==> config.mk <==
export PLATFORM = sky130hd
export DESIGN_NAME = write_buffer
export DESIGN_NICKNAME = d
export VERILOG_FILES = /design/src/rtl/write_buffer.sv
export SDC_FILE = /design/constraint.sdc
export NUM_CORES = 1
export LEC_CHECK = 0
export CORE_MARGIN = 1.5
export CORE_UTILIZATION = 55
export DETAILED_ROUTE_END_ITERATION = 12
export PLACE_DENSITY = 0.77
export SLEW_MARGIN = 10
export SYNTH_ARGS = -nofsm -noshare
export SYNTH_HDL_FRONTEND = slang
export SYNTH_SLANG_ARGS = --single-unit
==> constraint.sdc <==
create_clock -name clk -period 6.95 [get_ports clk]
set_input_delay 1.7375 -clock clk [delete_from_list [all_inputs] [get_ports clk]]
set_output_delay 1.7375 -clock clk [all_outputs]
set_load 0.02 [all_outputs]
==> src/rtl/write_buffer.sv <==
// Posted-write FIFO between the cache controller and data memory.
// Optional macro WB_COALESCE_EN: merge a store into the youngest entry.
module write_buffer #(
  parameter int WIDTH   = 32,
  parameter int ADDRESS = 10,
  parameter int DEPTH   = 4
) (
  input  logic               clk,
  input  logic               rst,
  input  logic               cpu_write,
  input  logic [ADDRESS-1:0] cpu_addr,
  input  logic [WIDTH-1:0]   cpu_data,
  output logic               wb_stall,
  input  logic [ADDRESS-1:0] lookup_addr,
  output logic               lookup_hit,
  output logic [WIDTH-1:0]   lookup_data,
  output logic               wb_empty,
  output logic               mem_write,
  output logic [ADDRESS-1:0] mem_addr,
  output logic [WIDTH-1:0]   mem_data,
  input  logic               mem_ready
);

  localparam int PW = $clog2(DEPTH);
  localparam logic [PW:0] FULL = (PW+1)'(DEPTH);

  typedef enum logic [1:0] {
    IDLE  = 2'd0,
    WRITE = 2'd1,
    GAP   = 2'd2
  } state_t;

  logic [ADDRESS-1:0] addr_q [DEPTH];
  logic [WIDTH-1:0]   data_q [DEPTH];

  state_t             state_q, state_d;
  logic [PW-1:0]      wr_ptr_q, wr_ptr_d;
  logic [PW-1:0]      rd_ptr_q, rd_ptr_d;
  logic [PW:0]        count_q, count_d;
  logic [ADDRESS-1:0] mem_addr_q, mem_addr_d;
  logic [WIDTH-1:0]   mem_data_q, mem_data_d;

  logic               full;
  logic               push;
  logic               pop;
  logic               coal;
  logic [PW-1:0]      yng;
  logic [WIDTH-1:0]   head_data;
  logic [PW-1:0]      idx;

  assign full = (count_q == FULL);
  assign yng  = wr_ptr_q - PW'(1);

`ifdef WB_COALESCE_EN
  // Merge into the youngest entry unless it is the head already on the bus.
  assign coal = cpu_write && (count_q != '0)
             && (addr_q[yng] == cpu_addr)
             && !((state_q == WRITE) && (count_q == (PW+1)'(1)));
  assign head_data = (coal && (yng == rd_ptr_q)) ? cpu_data
                                                 : data_q[rd_ptr_q];
`else
  assign coal      = 1'b0;
  assign head_data = data_q[rd_ptr_q];
`endif

  assign push      = cpu_write & ~full & ~coal;
  assign pop       = (state_q == WRITE) & mem_ready;
  assign wb_stall  = cpu_write & full & ~coal;
  assign wb_empty  = (count_q == '0) & (state_q == IDLE);
  assign mem_write = (state_q == WRITE);
  assign mem_addr  = mem_addr_q;
  assign mem_data  = mem_data_q;

  // Entry storage; contents need no reset since count gates validity.
  always_ff @(posedge clk) begin
    if (push) begin
      addr_q[wr_ptr_q] <= cpu_addr;
      data_q[wr_ptr_q] <= cpu_data;
    end
    if (coal) begin
      data_q[yng] <= cpu_data;
    end
  end

  // Drain FSM next state, pointer/count update and bus register load.
  always_comb begin
    state_d    = state_q;
    wr_ptr_d   = wr_ptr_q + PW'(push);
    rd_ptr_d   = rd_ptr_q + PW'(pop);
    count_d    = count_q + (PW+1)'(push) - (PW+1)'(pop);
    mem_addr_d = '0;
    mem_data_d = '0;
    case (state_q)
      IDLE:    if (count_q != '0) state_d = WRITE;
      WRITE:   if (mem_ready) state_d = GAP;
      GAP:     state_d = (count_q != '0) ? WRITE : IDLE;
      default: state_d = IDLE;
    endcase
    if (state_d == WRITE) begin
      if (state_q == WRITE) begin
        mem_addr_d = mem_addr_q;
        mem_data_d = mem_data_q;
      end else begin
        mem_addr_d = addr_q[rd_ptr_q];
        mem_data_d = head_data;
      end
    end
  end

  // State registers with asynchronous reset that drops any write in flight.
  always_ff @(posedge clk or posedge rst) begin
    if (rst) begin
      state_q    <= IDLE;
      wr_ptr_q   <= '0;
      rd_ptr_q   <= '0;
      count_q    <= '0;
      mem_addr_q <= '0;
      mem_data_q <= '0;
    end else begin
      state_q    <= state_d;
      wr_ptr_q   <= wr_ptr_d;
      rd_ptr_q   <= rd_ptr_d;
      count_q    <= count_d;
      mem_addr_q <= mem_addr_d;
      mem_data_q <= mem_data_d;
    end
  end

  // Forwarding search, oldest to youngest so the youngest match wins.
  always_comb begin
    lookup_hit  = 1'b0;
    lookup_data = '0;
    idx         = '0;
    for (int i = 0; i < DEPTH; i++) begin
      idx = rd_ptr_q + PW'(i);
      if (((PW+1)'(i) < count_q) && (addr_q[idx] == lookup_addr)) begin
        lookup_hit  = 1'b1;
        lookup_data = data_q[idx];
      end
    end
  end

endmodule

==> flow_summary.json <==
{
  "drive_gt1_share_pct": 15.3,
  "core_mm2": 0.0228,
  "grt_pass1_vias": 10200,
  "dp_hpwl_mm": 22.6,
  "avgRoutedWirePerCell_um": 23.0,
  "worstSetupPathType": "input port to primary output",
  "insertion_delay_ns": 0.53,
  "power_frac_seq_pct": 29.7,
  "fmax_ghz": 0.145,
  "synth_area_mm2": 0.0129,
  "async_flop_share_pct": 23.3,
  "worst_slew_pin_slew_ns": 1.14,
  "clkTransAtPathRegs_ns": 0.06,
  "grt_first_pass_wirelength_mm": 56.0,
  "drtIter0Drc": 1010,
  "ys.flop_type": "edfxtp_1",
  "rsz0062_at_grt": "no",
  "yosysWarnings": 0,
  "avgSynthCellArea_um2": 11.3,
  "maxSlewHeadroom_pct": 24.3,
  "ys_ff_latch": 219,
  "vias_per_cell": 6.61,
  "dieArea_mm2": 0.0244,
  "p_leak_nw": 5.70,
  "syn_to_final_growth_pct": 19.4,
  "cts_buffers": 25,
  "gp_congestion": 0.969,
  "rows": 55,
  "r2r_slack_ns": 4.17,
  "initial_core_util_pct": 56.5,
  "synth-edff-count": 168,
  "synth_mux_area_share_pct": 15.7,
  "vias": 10400,
  "pin_count": 134,
  "cp-start-kind": "input port",
  "die_h_um": 156,
  "power_density_mw_per_mm2": 439,
  "pwr-share-clk_pct": 18.1,
  "cts_max_level": 1,
  "cts.path.max_buffers": 3,
  "min_period_ns": 6.91,
  "grt_max_degree": 97,
  "synth_compound_area_share_pct": 14.8,
  "period_share_pct": 99.5,
  "final_cell_mix": "edfxtp_1 (168), mux2i_1 (129), clkdlybuf4s50_1 (128), nor2_1 (92), nand2_1 (75)",
  "pwr-share-comb_pct": 52.2,
  "cts.sinks": 219,
  "cp_max_fo": 30,
  "portBuffers": 133,
  "synth_cell_types": 65,
  "crit_arrival_ns": 5.17,
  "hold_violations": 0,
  "power_switching_w": 0.00283,
  "end_kind": "primary output",
  "first_pass_iters": 6,
  "grt_usage_pct": 29.7,
  "overflow": 0,
  "setup_tns_ns": 0,
  "synth_adder_area_share_pct": 0.736,
  "maxCapViolations": 0,
  "ir_drop_v": 0.000277,
  "synthesis.nets": 1205,
  "synth_top_family_by_area": "multiplexers",
  "holdBufCountCts": 0,
  "min_path_type": "flop to flop",
  "yosys.area_share.simple_pct": 12.0,
  "finalNetCount": 1301,
  "finClkSkew_ns": 0.0122,
  "slew_violations": 0,
  "syn_inst": 1142,
  "drc": 0,
  "swShare_pct": 41.8,
  "final_common_cell": "edfxtp_1",
  "yosysSeqAreaShare_pct": 48.9,
  "status": "completed",
  "critical_path_required_ns": 5.21,
  "whs_ns": 0.488,
  "setup_viol": 0,
  "cts_tree": "built",
  "die_w_um": 156,
  "ant_nets": 0,
  "internal_power_w": 0.00394,
  "cts_root_buffer": "clkbuf_16",
  "antenna_found_initial": 3,
  "wl_mm": 36.1,
  "synth_xor_area_share_pct": 2.92
}
==> cells by family (layout without fill, tap and decap cells) <==
family / after synthesis / count (layout)
adders and majority gates: 7 / 7
AOI/OAI and AO/OA: 249 / 249
buffers and inverters: 135 / 249
xor gates and xnor gates: 43 / 43
and+or+nand+nor: 300 / 300
DFF: 219 / 219
other: 0 / 1
muxes: 189 / 189
==> timing repair <==
| action | 4_1_cts | 5_1_grt |
|---|---|---|
| pin swaps | 0 | 4 |
| endpoints found under the hold margin | 0 | 0 |
| endpoints found under the setup margin | 8 | 32 |
| resized for setup | 1 | 8 |
| setup buffers | 0 | 3 |
==> per-layer routing <==
| layer | vias to the layer above | part of all wire [%] | GRT usage, % |
|---|---|---|---|
| li1 | 4614 | - | - |
| met1 | 5104 | 41 | 40.9 |
| met2 | 559 | 47 | 47.9 |
| met3 | 97 | 9.1 | 5.10 |
| met4 | 4 | 2.4 | 9.71 |
| met5 | - | 0.064 | 0 |
==> stage by stage <==
step	util [%]	setup WS, ns	area [um2]	power (W)	instances
finish	67.5	0.0376	15400	0.00677	1570
global route	67.5	0.0194	15400	0.00708	1570
CTS	67.3	-0.00819	15400	0.00673	1566
detailed placement	63.9	-0.0568	14600	0.00549	1521
global placement	63.9	-0.00998	14600	0.00540	1521
floorplan	-	1.09	12900	0.00427	1142
==> layout make-up <==
type	count	area, um2
inverter	23	86.3
clock buffer	39	718
sequential	219	6330
antenna	1	2.50
tap	313	392
clock inverter	6	30.0
fill	1744	7420
multi-input combinational	788	6080
timing repair buffer	181	1790
==> critical path, cell delays in order <==
cell and delay (ns):
clkdlybuf4s50_1 0.70, xnor2_1 0.14, nor4b_2 0.37, o2111ai_4 0.24, buf_4 0.30, or4_1 0.53
nor2_1 0.10, a21oi_1 0.06, o221ai_1 0.30, clkdlybuf4s50_1 0.67
==> cells in the mapped netlist, types with 2 or more instances <==
library cell | n | share of area, %
nor2_1 | 94 | 2.7
buf_6 | 8 | 0.70
a22o_1 | 16 | 1.1
a31oi_1 | 3 | 0.15
or4_1 | 58 | 3.4
xnor2_1 | 28 | 1.9
mux2i_1 | 129 | 10
mux2i_4 | 2 | 0.35
o2111ai_2 | 2 | 0.23
o21ai_1 | 20 | 0.78
buf_2 | 24 | 0.93
edfxtp_1 | 168 | 39
nor3_1 | 34 | 1.3
and2_1 | 3 | 0.15
o221a_2 | 27 | 2.4
ha_1 | 6 | 0.58
clkbuf_2 | 2 | 0.078
a211oi_1 | 35 | 2.0
nor4_1 | 4 | 0.19
a32o_1 | 28 | 2.2
o211ai_1 | 4 | 0.23
o22ai_1 | 2 | 0.097
mux4_2 | 3 | 0.52
buf_1 | 10 | 0.29
dfrtp_1 | 51 | 9.9
mux2i_2 | 2 | 0.21
a21oi_1 | 38 | 1.5
nor4b_1 | 2 | 0.14
o221ai_1 | 33 | 2.2
mux2_2 | 53 | 4.6
clkbuf_1 | 60 | 1.7
nor3b_1 | 4 | 0.23
nand2_1 | 75 | 2.2
xor2_1 | 15 | 1.0
or3_1 | 2 | 0.097
o21ai_0 | 30 | 1.2
inv_1 | 22 | 0.64
buf_4 | 7 | 0.41
nor2b_1 | 6 | 0.29
and3_1 | 5 | 0.24
o32ai_1 | 2 | 0.14
a221oi_1 | 2 | 0.14
==> worst paths after layout <==
path,start,endpoint,cells after the start
setup / recovery,lookup_addr[0],lookup_data[17],10
hold / removal,mem_data[28],mem_data[28],1
setup reg to reg,rd_ptr_q[1],mem_data[18],6
hold reg to reg,mem_data[28],mem_data[28],1
max in group asynchronous,rst,rd_ptr_q[0],3
min in group asynchronous,rst,mem_addr[4],3
==> flip-flops by register name, indices dropped and copies added (netlist names) <==
register,count
data_q,128
addr_q,40
count_q,3
rd_ptr_q,2
mem_data,32
wr_ptr_q,2
state_q,2
mem_addr,10
==> power groups by stage <==
stage | logic (W) | clock network [W] | registers, W
6_report | 0.00354 | 0.00122 | 0.00201
5_1_grt | 0.00375 | 0.00128 | 0.00204
4_1_cts | 0.00349 | 0.00123 | 0.00201
3_5_place_dp | 0.00345 | 0 | 0.00203
3_3_place_gp | 0.00339 | 0 | 0.00201
2_1_floorplan | 0.00223 | 0 | 0.00205
(Power assumes the default switching activity.)
